$ cat src/rtl/rom_port_arbiter.sv
// ============================================================================
// rom_port_arbiter: handshaked two-port arbiter that shares a single-port ROM
// between the square (SQ) and bsprite (BS) renderers. The priority depends on
// the frame phase, a starvation guard applies, and each read returns to the
// requester that issued it.
// Revision: 1.0
// ============================================================================
`default_nettype none

module rom_port_arbiter #(
  parameter int ADDR_W      = 16,
  parameter int DATA_W      = 12,
  parameter int ROW_PIX     = 200,
  parameter int SWITCH_ROWS = 3,
  parameter int ROM_LAT     = 1,
  parameter int STARVE_MAX  = 4
) (
  input  logic              clk,
  input  logic              rst,
  input  logic              frame_start,
  input  logic              sq_req,
  input  logic [ADDR_W-1:0] sq_addr,
  output logic              sq_gnt,
  output logic              sq_rvalid,
  output logic [DATA_W-1:0] sq_rdata,
  input  logic              bs_req,
  input  logic [ADDR_W-1:0] bs_addr,
  output logic              bs_gnt,
  output logic              bs_rvalid,
  output logic [DATA_W-1:0] bs_rdata,
  output logic              rom_en,
  output logic [ADDR_W-1:0] rom_addr,
  input  logic [DATA_W-1:0] rom_data,
  output logic              phase_bs
);

  typedef enum logic [0:0] {
    PH_SQ = 1'b0,
    PH_BS = 1'b1
  } phase_t;

  localparam logic [15:0] SWITCH_CNT = 16'(SWITCH_ROWS * ROW_PIX);
  localparam logic [2:0]  STARVE_LIM = 3'(STARVE_MAX - 1);
  localparam int          PIPE_D     = ROM_LAT + 1;

  phase_t              phase_q, phase_d;
  logic [15:0]         sq_cnt_q, sq_cnt_d;
  logic [2:0]          sq_starve_q, sq_starve_d;
  logic [2:0]          bs_starve_q, bs_starve_d;
  logic [PIPE_D-1:0]   pipe_v_q;
  logic [PIPE_D-1:0]   pipe_bs_q;
  logic                rom_en_q;
  logic [ADDR_W-1:0]   rom_addr_q;
  logic                sq_rvalid_q, bs_rvalid_q;
  logic [DATA_W-1:0]   sq_rdata_q, bs_rdata_q;

  logic sq_forced, bs_forced;
  logic sq_win, bs_win, any_win;
  logic ret_v, ret_bs;

  // A forced requester beats phase preference; both forced cannot happen
  // because a contended cycle always resets the winner's counter.
  always_comb begin
    sq_forced = (sq_starve_q >= STARVE_LIM);
    bs_forced = (bs_starve_q >= STARVE_LIM);
    sq_win    = 1'b0;
    bs_win    = 1'b0;
    if (sq_req && bs_req) begin
      if (sq_forced)               sq_win = 1'b1;
      else if (bs_forced)          bs_win = 1'b1;
      else if (phase_q == PH_BS)   bs_win = 1'b1;
      else                         sq_win = 1'b1;
    end else begin
      sq_win = sq_req;
      bs_win = bs_req;
    end
    any_win = sq_win | bs_win;
  end

  always_comb begin
    sq_cnt_d = sq_cnt_q;
    if (frame_start)
      sq_cnt_d = 16'd0;
    else if (sq_win && (sq_cnt_q != 16'hFFFF))
      sq_cnt_d = sq_cnt_q + 16'd1;

    phase_d = phase_q;
    if (frame_start)
      phase_d = PH_SQ;
    else if ((phase_q == PH_SQ) && (sq_cnt_d > SWITCH_CNT))
      phase_d = PH_BS;

    if (!sq_req || sq_win)          sq_starve_d = 3'd0;
    else if (sq_starve_q != 3'd7)   sq_starve_d = sq_starve_q + 3'd1;
    else                            sq_starve_d = sq_starve_q;

    if (!bs_req || bs_win)          bs_starve_d = 3'd0;
    else if (bs_starve_q != 3'd7)   bs_starve_d = bs_starve_q + 3'd1;
    else                            bs_starve_d = bs_starve_q;
  end

  // The tag at the pipe tail lines up with rom_data being valid for that read.
  assign ret_v  = pipe_v_q[ROM_LAT];
  assign ret_bs = pipe_bs_q[ROM_LAT];

  always_ff @(posedge clk or posedge rst) begin
    if (rst) begin
      phase_q     <= PH_SQ;
      sq_cnt_q    <= 16'd0;
      sq_starve_q <= 3'd0;
      bs_starve_q <= 3'd0;
      pipe_v_q    <= '0;
      pipe_bs_q   <= '0;
      rom_en_q    <= 1'b0;
      rom_addr_q  <= '0;
      sq_rvalid_q <= 1'b0;
      bs_rvalid_q <= 1'b0;
      sq_rdata_q  <= '0;
      bs_rdata_q  <= '0;
    end else begin
      phase_q     <= phase_d;
      sq_cnt_q    <= sq_cnt_d;
      sq_starve_q <= sq_starve_d;
      bs_starve_q <= bs_starve_d;
      pipe_v_q    <= {pipe_v_q[PIPE_D-2:0], any_win};
      pipe_bs_q   <= {pipe_bs_q[PIPE_D-2:0], bs_win};
      rom_en_q    <= any_win;
      if (any_win)
        rom_addr_q <= bs_win ? bs_addr : sq_addr;
      sq_rvalid_q <= ret_v && !ret_bs;
      bs_rvalid_q <= ret_v && ret_bs;
      if (ret_v && !ret_bs)
        sq_rdata_q <= rom_data;
      if (ret_v && ret_bs)
        bs_rdata_q <= rom_data;
    end
  end

  assign sq_gnt    = sq_win;
  assign bs_gnt    = bs_win;
  assign rom_en    = rom_en_q;
  assign rom_addr  = rom_addr_q;
  assign sq_rvalid = sq_rvalid_q;
  assign bs_rvalid = bs_rvalid_q;
  assign sq_rdata  = sq_rdata_q;
  assign bs_rdata  = bs_rdata_q;
  assign phase_bs  = (phase_q == PH_BS);

endmodule

`default_nettype wire
$ cat config.mk
export PLATFORM = sky130hd
export DESIGN_NAME = rom_port_arbiter
export DESIGN_NICKNAME = d
export VERILOG_FILES = /design/src/rtl/rom_port_arbiter.sv
export SDC_FILE = /design/constraint.sdc
export NUM_CORES = 1
export LEC_CHECK = 0
export ABC_CLOCK_PERIOD_IN_PS = 6400
export CORE_UTILIZATION = 51
export CTS_CLUSTER_SIZE = 10
export DETAILED_ROUTE_END_ITERATION = 6
export HOLD_SLACK_MARGIN = 0.15
export PLACE_DENSITY = 0.95
export REMOVE_ABC_BUFFERS = 1
export SYNTH_ARGS = -nofsm -noshare
export SYNTH_HDL_FRONTEND = slang
export SYNTH_SLANG_ARGS = --single-unit
$ cat constraint.sdc
create_clock -name clk -period 6.4 [get_ports clk]
set_clock_uncertainty 0.2 [all_clocks]
set_input_delay 1.6 -clock clk [delete_from_list [all_inputs] [get_ports clk]]
set_output_delay 1.6 -clock clk [all_outputs]
set_load 0.01 [all_outputs]
==> Word-level counts from Yosys, hierarchy flattened <==
Index checks and enable logic that the tools add are counted.
{ "totals": {"out_inout_bits": 46, "reg_bits": 70, "input_bits": 49} }
{ "op_classes": {"magnitude_cmp": 3, "n_addsub": 3, "n_bitwise": 2, "n_reduce_logical": 13, "eq_ne": 3, "n_mux": 17} }
{ "ops": {"columns": ["cell", "count"], "rows": [
  ["$mux W16", 3],
  ["$add A16 B1 Y16 const B", 1],
  ["$gt A16 B10 Y1 const B", 1],
  ["$ne A16 B16 Y1 const B", 1],
  ["$mux W3", 4],
  ["$mux W1", 10],
  ["$add A3 B1 Y3 const B", 2],
  ["$ge A3 B2 Y1 const B", 2],
  ["$ne A3 B3 Y1 const B", 2],
  ["$reduce_bool A2 Y1", 3],
  ["$logic_and A1 B1 Y1", 5],
  ["$logic_not A1 Y1", 3],
  ["$logic_or A1 B1 Y1", 2],
  ["$not A1 Y1", 1],
  ["$or A1 B1 Y1", 1]
]} }

==> Depth between registers and ports, before layout <==
Gate-level depths: netlist (run 1).
{ "logic_depth": {"word_depth": 11, "mapped_depth": 11, "mapped_depth_nobuf": 10} }

==> Least setup slack after synthesis (run 1) <==
Ideal clock, no wire load.
{ "synth_path": {"kind": "input port to output port", "from": "input sq_req", "to": "output bs_gnt", "path_buffers": 2, "t_arrival_ps": 2406, "setup_slack_ps": 2194, "path_stages": 4, "cell_sequence": "o211ai_1 -> and2_1 -> clkbuf_1 -> clkbuf_1"} }
{ "synth_between": {"elab_chain_len": 2} }
{ "synth_rtl": {"columns": ["element", "line", "rtl"], "rows": [
  ["from (decl)", "21", "input logic sq_req,"],
  ["$logic_and A1 B1 Y1", "68", "if (sq_req && bs_req) begin"],
  ["$mux W1", "68", null],
  ["to (decl)", "28", "output logic bs_gnt,"]
]} }
No other way between the ends.

==> Worst setup path in the final report (run 1) <==
{ "layout_path": {"from": "input bs_req", "to": "output bs_gnt"} }
{ "layout_between": {"elab_chain_len": 2} }
{ "layout_rtl": {"columns": ["element", "line", "rtl"], "rows": [
  ["from (decl)", "26", "input logic bs_req,"],
  ["$logic_and A1 B1 Y1", "68", null],
  ["$mux W1 *", "68", null]
]} }
Every way passes the cells marked *; elsewhere a longest branch is shown, timed or not.

==> results of run 1 <==
final cells by class:
class | instances | area [um^2]
Clock inverter | 7 | 100
Fill cell | 408 | 1550
Multi-Input combinational cell | 196 | 1460
Inverter | 9 | 33.8
Clock buffer | 9 | 124
Timing Repair Buffer | 98 | 971
Tap cell | 75 | 93.8
Sequential cell | 69 | 1730
synth_stat cells (2+ instances only):
master    number  area share, %
dfrtp_1       69             53
nor2_1        40            4.6
mux2_2        34             12
nand2_1       16            1.8
mux2i_1       11            3.4
inv_1          9            1.0
nand3_1        9            1.4
o21ai_0        9            1.4
a21oi_1        8            1.2
o22ai_1        8            1.5
clkbuf_1       7           0.80
ha_1           7            2.7
o31ai_1        5            1.1
xnor2_1        5            1.3
xor2_1         5            1.3
nand4_1        4           0.77
buf_1          3           0.34
nor2b_1        3           0.57
or4_1          3           0.69
nor3_1         2           0.31
o211ai_1       2           0.46
or2_2          2           0.38
worst max-delay path by stage:
stage | start | to | slack, ns | cells past startpoint
2_1_floorplan | bs_req | sq_gnt | 1.38 | 3
3_3_place_gp | sq_req | bs_gnt | 1.14 | 5
3_5_place_dp | bs_req | bs_gnt | 1.08 | 5
4_1_cts | bs_req | bs_gnt | 1.05 | 5
5_1_grt | bs_req | bs_gnt | 0.90 | 5
6_report | bs_req | bs_gnt | 1.05 | 5
logic make-up after synthesis:
kind of cell	share of synthesized area [%]
DFF	52.9
and+or+nand+nor	14.1
buffers and inverters	2.68
adders and majority gates	2.68
muxes	15.1
AOI/OAI and AO/OA	9.85
xor gates and xnor gates	2.68
power by group:
group | switching (W) | internal, W
Clock | 0.000174 | 0.000220
Combinational | 0.0000871 | 0.000129
Sequential | 0.0000238 | 0.000475
Total | 0.000285 | 0.000825
flip-flops by register name, indices dropped and copies added, names as in the netlist:
signal       cells
bs_starve_q      3
sq_starve_q      3
sq_rdata        12
pipe_bs_q        2
sq_cnt_q        16
bs_rvalid        1
rom_addr        16
sq_rvalid        1
pipe_v_q         2
phase_bs         1
bs_rdata        12
stage by stage:
stage | util [%] | total power (W) | instance area [um^2]
2_1_floorplan | - | 0.000589 | 3210
5_1_grt | 74.4 | 0.00116 | 4510
3_3_place_gp | 70.7 | 0.000711 | 4290
4_1_cts | 74.4 | 0.00112 | 4510
3_5_place_dp | 70.7 | 0.000723 | 4290
6_report | 74.4 | 0.00111 | 4510
routing by layer:
| layer | GRT usage, % | up-vias | part of all wire, % |
|---|---|---|---|
| li1 | - | 1207 | - |
| met1 | 29.3 | 1277 | 38 |
| met2 | 43.4 | 106 | 53 |
| met3 | 4.78 | 18 | 6.4 |
| met4 | 12.1 | 0 | 2.3 |
| met5 | 0 | - | 0 |
critical path, cell delays in order:
cell and delay, ns:
clkdlybuf4s50_1 0.40, buf_4 0.18, o211ai_1 0.18, and2_1 0.53, clkdlybuf4s50_1 0.64
==> flow_metrics.py, run 1 <==
metrics = {
    "status": {
        "status": "finished clean",
    },
    "worst_setup_path": {
        "crit_fanout": 18,
        "reg2reg_to": "phase_bs",
        "critPathRequiredTime_ns": 4.60,
        "cp_data_arrival_time_ns": 3.55,
        "path_class": "input pin to output port",
        "r2r_cells": 10,
        "critPathLaunchType": "input pin",
        "crit_path_end_kind": "output port",
        "r2r_slack_ns": 3.03,
        "reg2reg_from": "bs_starve_q[0]",
    },
    "timing": {
        "fin_crit_ns": 5.35,
        "fin_crit_sh_pct": 83.5,
        "setup_ws_ns": 1.05,
        "worstMarginPinSlew_ns": 0.859,
        "slew_headroom_pct": 42.7,
        "tns_ns": 0,
        "drv_slew": 0,
        "setup_viol": 0,
        "max_freq_mhz": 187,
        "finalHoldViolations": 0,
        "worst_hold_slack_ns": 0.172,
        "rsz0062_at_grt": "no",
    },
    "die": {
        "die_x_um": 82.0,
        "core-area_mm2": 0.00606,
        "rows": 28,
        "fp.dieH_um": 82.0,
        "io_pins": 95,
        "initial_utilization_pct": 53.9,
        "die_area_mm2": 0.00673,
    },
    "hold_path": {
        "hold_start": "pipe_bs_q[0]",
        "hold_path_depth": 0,
        "hold_end": "pipe_bs_q[1]",
        "min_path_type": "register to register",
    },
    "clocking": {
        "clockBufferDepth": 2,
        "worstSkewPairLatency_ns": 0.35,
        "cts-htree-levels": 3,
        "cts_inserted_buffers": 9,
        "ctsHoldBuffers": 0,
        "path_clk_slew_ns": 0.07,
        "post_cts_buffers": 0,
        "cts_tree": "yes",
        "cts.sink_count": 69,
        "ctsResizeCount": 0,
        "root_buffer": "clkbuf_8",
    },
    "global_routing": {
        "grt_pass1_wl_um": 12300,
        "grt_max_degree": 70,
        "antenna_found_initial": 0,
        "globalRouteOverflowTotal": 0,
        "track_usage_pct": 24.9,
        "grt_pass1_vias": 2667,
    },
    "finish": {
        "mostFrequentLayoutCell": "clkdlybuf4s50_1",
        "diodes": 0,
        "final_cells": 463,
        "drive_gt1_share_pct": 17.0,
        "nets": 439,
        "most-common-layout-cells": "clkdlybuf4s50_1, dfrtp_1, nor2_1",
        "area_growth_pct": 38.1,
    },
    "detailed_routing": {
        "ant_nets": 0,
        "drt-total-wl_um": 7890,
        "wire_per_inst_um": 17.0,
        "vias_per_cell": 5.63,
        "via_count": 2608,
        "first_iter_violations": 97,
        "firstDrtPassIters": 6,
        "drc": 0,
    },
    "synthesis": {
        "synth_warnings": 0,
        "syn_inst": 286,
        "synth_edf_count": 0,
        "syn_avg_cell_area_um2": 11.4,
        "synthArstFlopShare_pct": 100,
        "synth_ff_type": "dfrtp_1",
        "synth_area_mm2": 0.00327,
        "yosysSeqAreaShare_pct": 52.9,
        "synth_cell_types": 47,
        "ys_ff_latch": 69,
    },
    "placed_design": {
        "place_ws_ns": 1.08,
        "routabilityCongestion": 0.865,
        "portBuffers": 94,
        "dp_hpwl_um": 5540,
        "place_inst": 447,
    },
    "pwr": {
        "irDropWorstVdd_v": 0.000205,
        "leakage_nw": 1.92,
        "p_per_area_mw_per_mm2": 246,
    },
    "flow_run": {
        "drv_cap": 0,
    },
}
(Power assumes the default switching activity.)
==> run 2, diff against run 1 <==
--- a/config.mk
+++ b/config.mk
@@ -5,12 +5,12 @@
 export SDC_FILE = /design/constraint.sdc
 export NUM_CORES = 1
 export LEC_CHECK = 0
-export ABC_CLOCK_PERIOD_IN_PS = 6400
-export CORE_UTILIZATION = 51
+export ABC_CLOCK_PERIOD_IN_PS = 4850
+export CORE_UTILIZATION = 43
 export CTS_CLUSTER_SIZE = 10
 export DETAILED_ROUTE_END_ITERATION = 6
 export HOLD_SLACK_MARGIN = 0.15
-export PLACE_DENSITY = 0.95
+export PLACE_DENSITY = 0.88
 export REMOVE_ABC_BUFFERS = 1
 export SYNTH_ARGS = -nofsm -noshare
 export SYNTH_HDL_FRONTEND = slang
==> constraint.sdc (replaced) <==
create_clock -name clk -period 4.85 [get_ports clk]
set_clock_uncertainty 0.2 [all_clocks]
set_input_delay 1.2125 -clock clk [delete_from_list [all_inputs] [get_ports clk]]
set_output_delay 1.2125 -clock clk [all_outputs]
set_load 0.01 [all_outputs]
==> run 2 against run 1 <==
  * Largest cell class unchanged
  * Highest routed layer unchanged
  * Final area is 0.31% higher
  * Register-to-register slack worse by 1.5 ns
  * First-iteration DRC count is 6.2% lower
==> flow_metrics.py, run 2 (synthesis gave the netlist of run 1 again) <==
metrics = {
    "finish": {
        "most-common-layout-cells": "clkdlybuf4s50_1, dfrtp_1, nor2_1",
        "drive_gt1_share_pct": 16.9,
        "nets": 441,
        "multi_input_area_mm2": 0.00146,
        "num-fill-cells": 612,
        "area_growth_pct": 38.5,
        "mostFrequentLayoutCell": "clkdlybuf4s50_1",
        "seq_area_mm2": 0.00173,
        "stdcell_area_mm2": 0.00452,
        "final_util_pct": 62.0,
        "diodes": 0,
    },
    "clocking": {
        "ctsHoldBuffers": 0,
        "cts_inserted_buffers": 9,
        "root_buffer": "clkbuf_8",
        "clockBufferDepth": 2,
        "cts.sink_count": 69,
        "worstSkewPairLatency_ns": 0.34,
        "ctsResizeCount": 0,
        "cts-htree-levels": 3,
        "post_cts_buffers": 0,
        "cts_tree": "yes",
        "path_clk_slew_ns": 0.07,
    },
    "worst_setup_path": {
        "critPathLaunchType": "input pin",
        "path_class": "input pin to output port",
        "critPathRequiredTime_ns": 3.44,
        "cp_data_arrival_time_ns": 2.92,
        "crit_fanout": 12,
        "crit_path_end_kind": "output port",
    },
    "timing": {
        "drv_slew": 0,
        "setup_viol": 0,
        "finalHoldViolations": 0,
        "rsz0062_at_grt": "no",
        "tns_ns": 0,
        "max_freq_mhz": 231,
        "fin_crit_sh_pct": 89.4,
        "worstMarginPinSlew_ns": 0.650,
        "setup_ws_ns": 0.515,
        "slew_headroom_pct": 56.6,
        "fin_crit_ns": 4.34,
    },
    "global_routing": {
        "antenna_found_initial": 0,
        "track_usage_pct": 19.8,
        "globalRouteOverflowTotal": 0,
        "grt_max_degree": 33,
        "grt_pass1_vias": 2664,
        "grt_pass1_wl_um": 12000,
    },
    "placed_design": {
        "routabilityCongestion": 0.828,
        "place_ws_ns": 0.519,
        "dpl_cell_area_mm2": 0.00433,
        "dp_hpwl_um": 5350,
        "portBuffers": 94,
    },
    "detailed_routing": {
        "ant_nets": 0,
        "drc": 0,
        "drt-total-wl_um": 7090,
        "vias_per_cell": 5.18,
        "firstDrtPassIters": 4,
        "via_count": 2535,
        "first_iter_violations": 91,
        "wire_per_inst_um": 14.5,
    },
    "die": {
        "die_x_um": 89.1,
        "core-area_mm2": 0.00729,
        "initial_utilization_pct": 44.8,
        "fp.dieH_um": 89.1,
        "die_area_mm2": 0.00795,
        "io_pins": 95,
        "rows": 31,
    },
    "flow_run": {
        "drv_cap": 0,
    },
    "hold_path": {
        "min_path_type": "register to register",
    },
    "pwr": {
        "leakage_nw": 1.92,
        "p_per_area_mw_per_mm2": 308,
        "irDropWorstVdd_v": 0.000182,
    },
    "status": {
        "status": "finished clean",
    },
}
run 2: cell types whose count changed in the layout (fill, tap and decap cells not counted):
| cell | previous run | this run |
|---|---|---|
| buf_4 | 4 | 6 |
| bufinv_16 | 2 | 1 |
| clkbuf_1 | 0 | 2 |
| clkbuf_8 | 9 | 10 |
| clkinv_2 | 0 | 2 |
| clkinv_4 | 2 | 0 |
| clkinvlp_4 | 3 | 1 |
run 2: report_power, final:
group	leakage, nW	total [W]	internal [W]	switching, W
logic	0.971	0.000282	0.000171	0.000111
clock network	0.0964	0.000453	0.000250	0.000203
registers	0.855	0.000658	0.000628	0.0000302
run 2: final cells by class:
class | instances | share of cell area, %
clock buffer | 12 | 3.21
clock inverter | 4 | 1.05
inverter | 9 | 0.747
multi-input combinational | 196 | 32.3
sequential | 69 | 38.2
tap | 99 | 2.74
timing repair buffer | 100 | 21.8
run 2: critical path: stages:
cell and delay (ns):
clkdlybuf4s50_1 0.75, o211ai_1 0.24, and2_1 0.24, clkdlybuf4s50_1 0.48
run 2: final timing paths:
path	depth (start not counted)	slack, ns	start	end
max in group asynchronous	3	2.63	rst	sq_rdata[11]
setup reg to reg	10	1.52	bs_starve_q[0]	phase_bs
hold reg to reg	0	0.18	pipe_bs_q[0]	pipe_bs_q[1]
setup / recovery	4	0.51	sq_req	bs_gnt
min in group asynchronous	2	1.08	rst	bs_rdata[2]
hold / removal	0	0.18	pipe_bs_q[0]	pipe_bs_q[1]
run 2: metrics by stage:
stage	total power [W]	cells	hold slack, ns
finish	0.00139	489	0.178
global route	0.00146	489	0.198
CTS	0.00141	489	0.174
detailed placement	0.000954	473	0.153
global placement	0.000942	473	0.156
floorplan	0.000777	274	0.131
run 2: per-layer routing:
layer	wire, um	up-vias	GRT usage, %
met4	73	0	6.49
met1	2950	1227	23.2
met5	0	-	0
li1	-	1219	-
met3	406	9	5.36
met2	3660	80	35.3
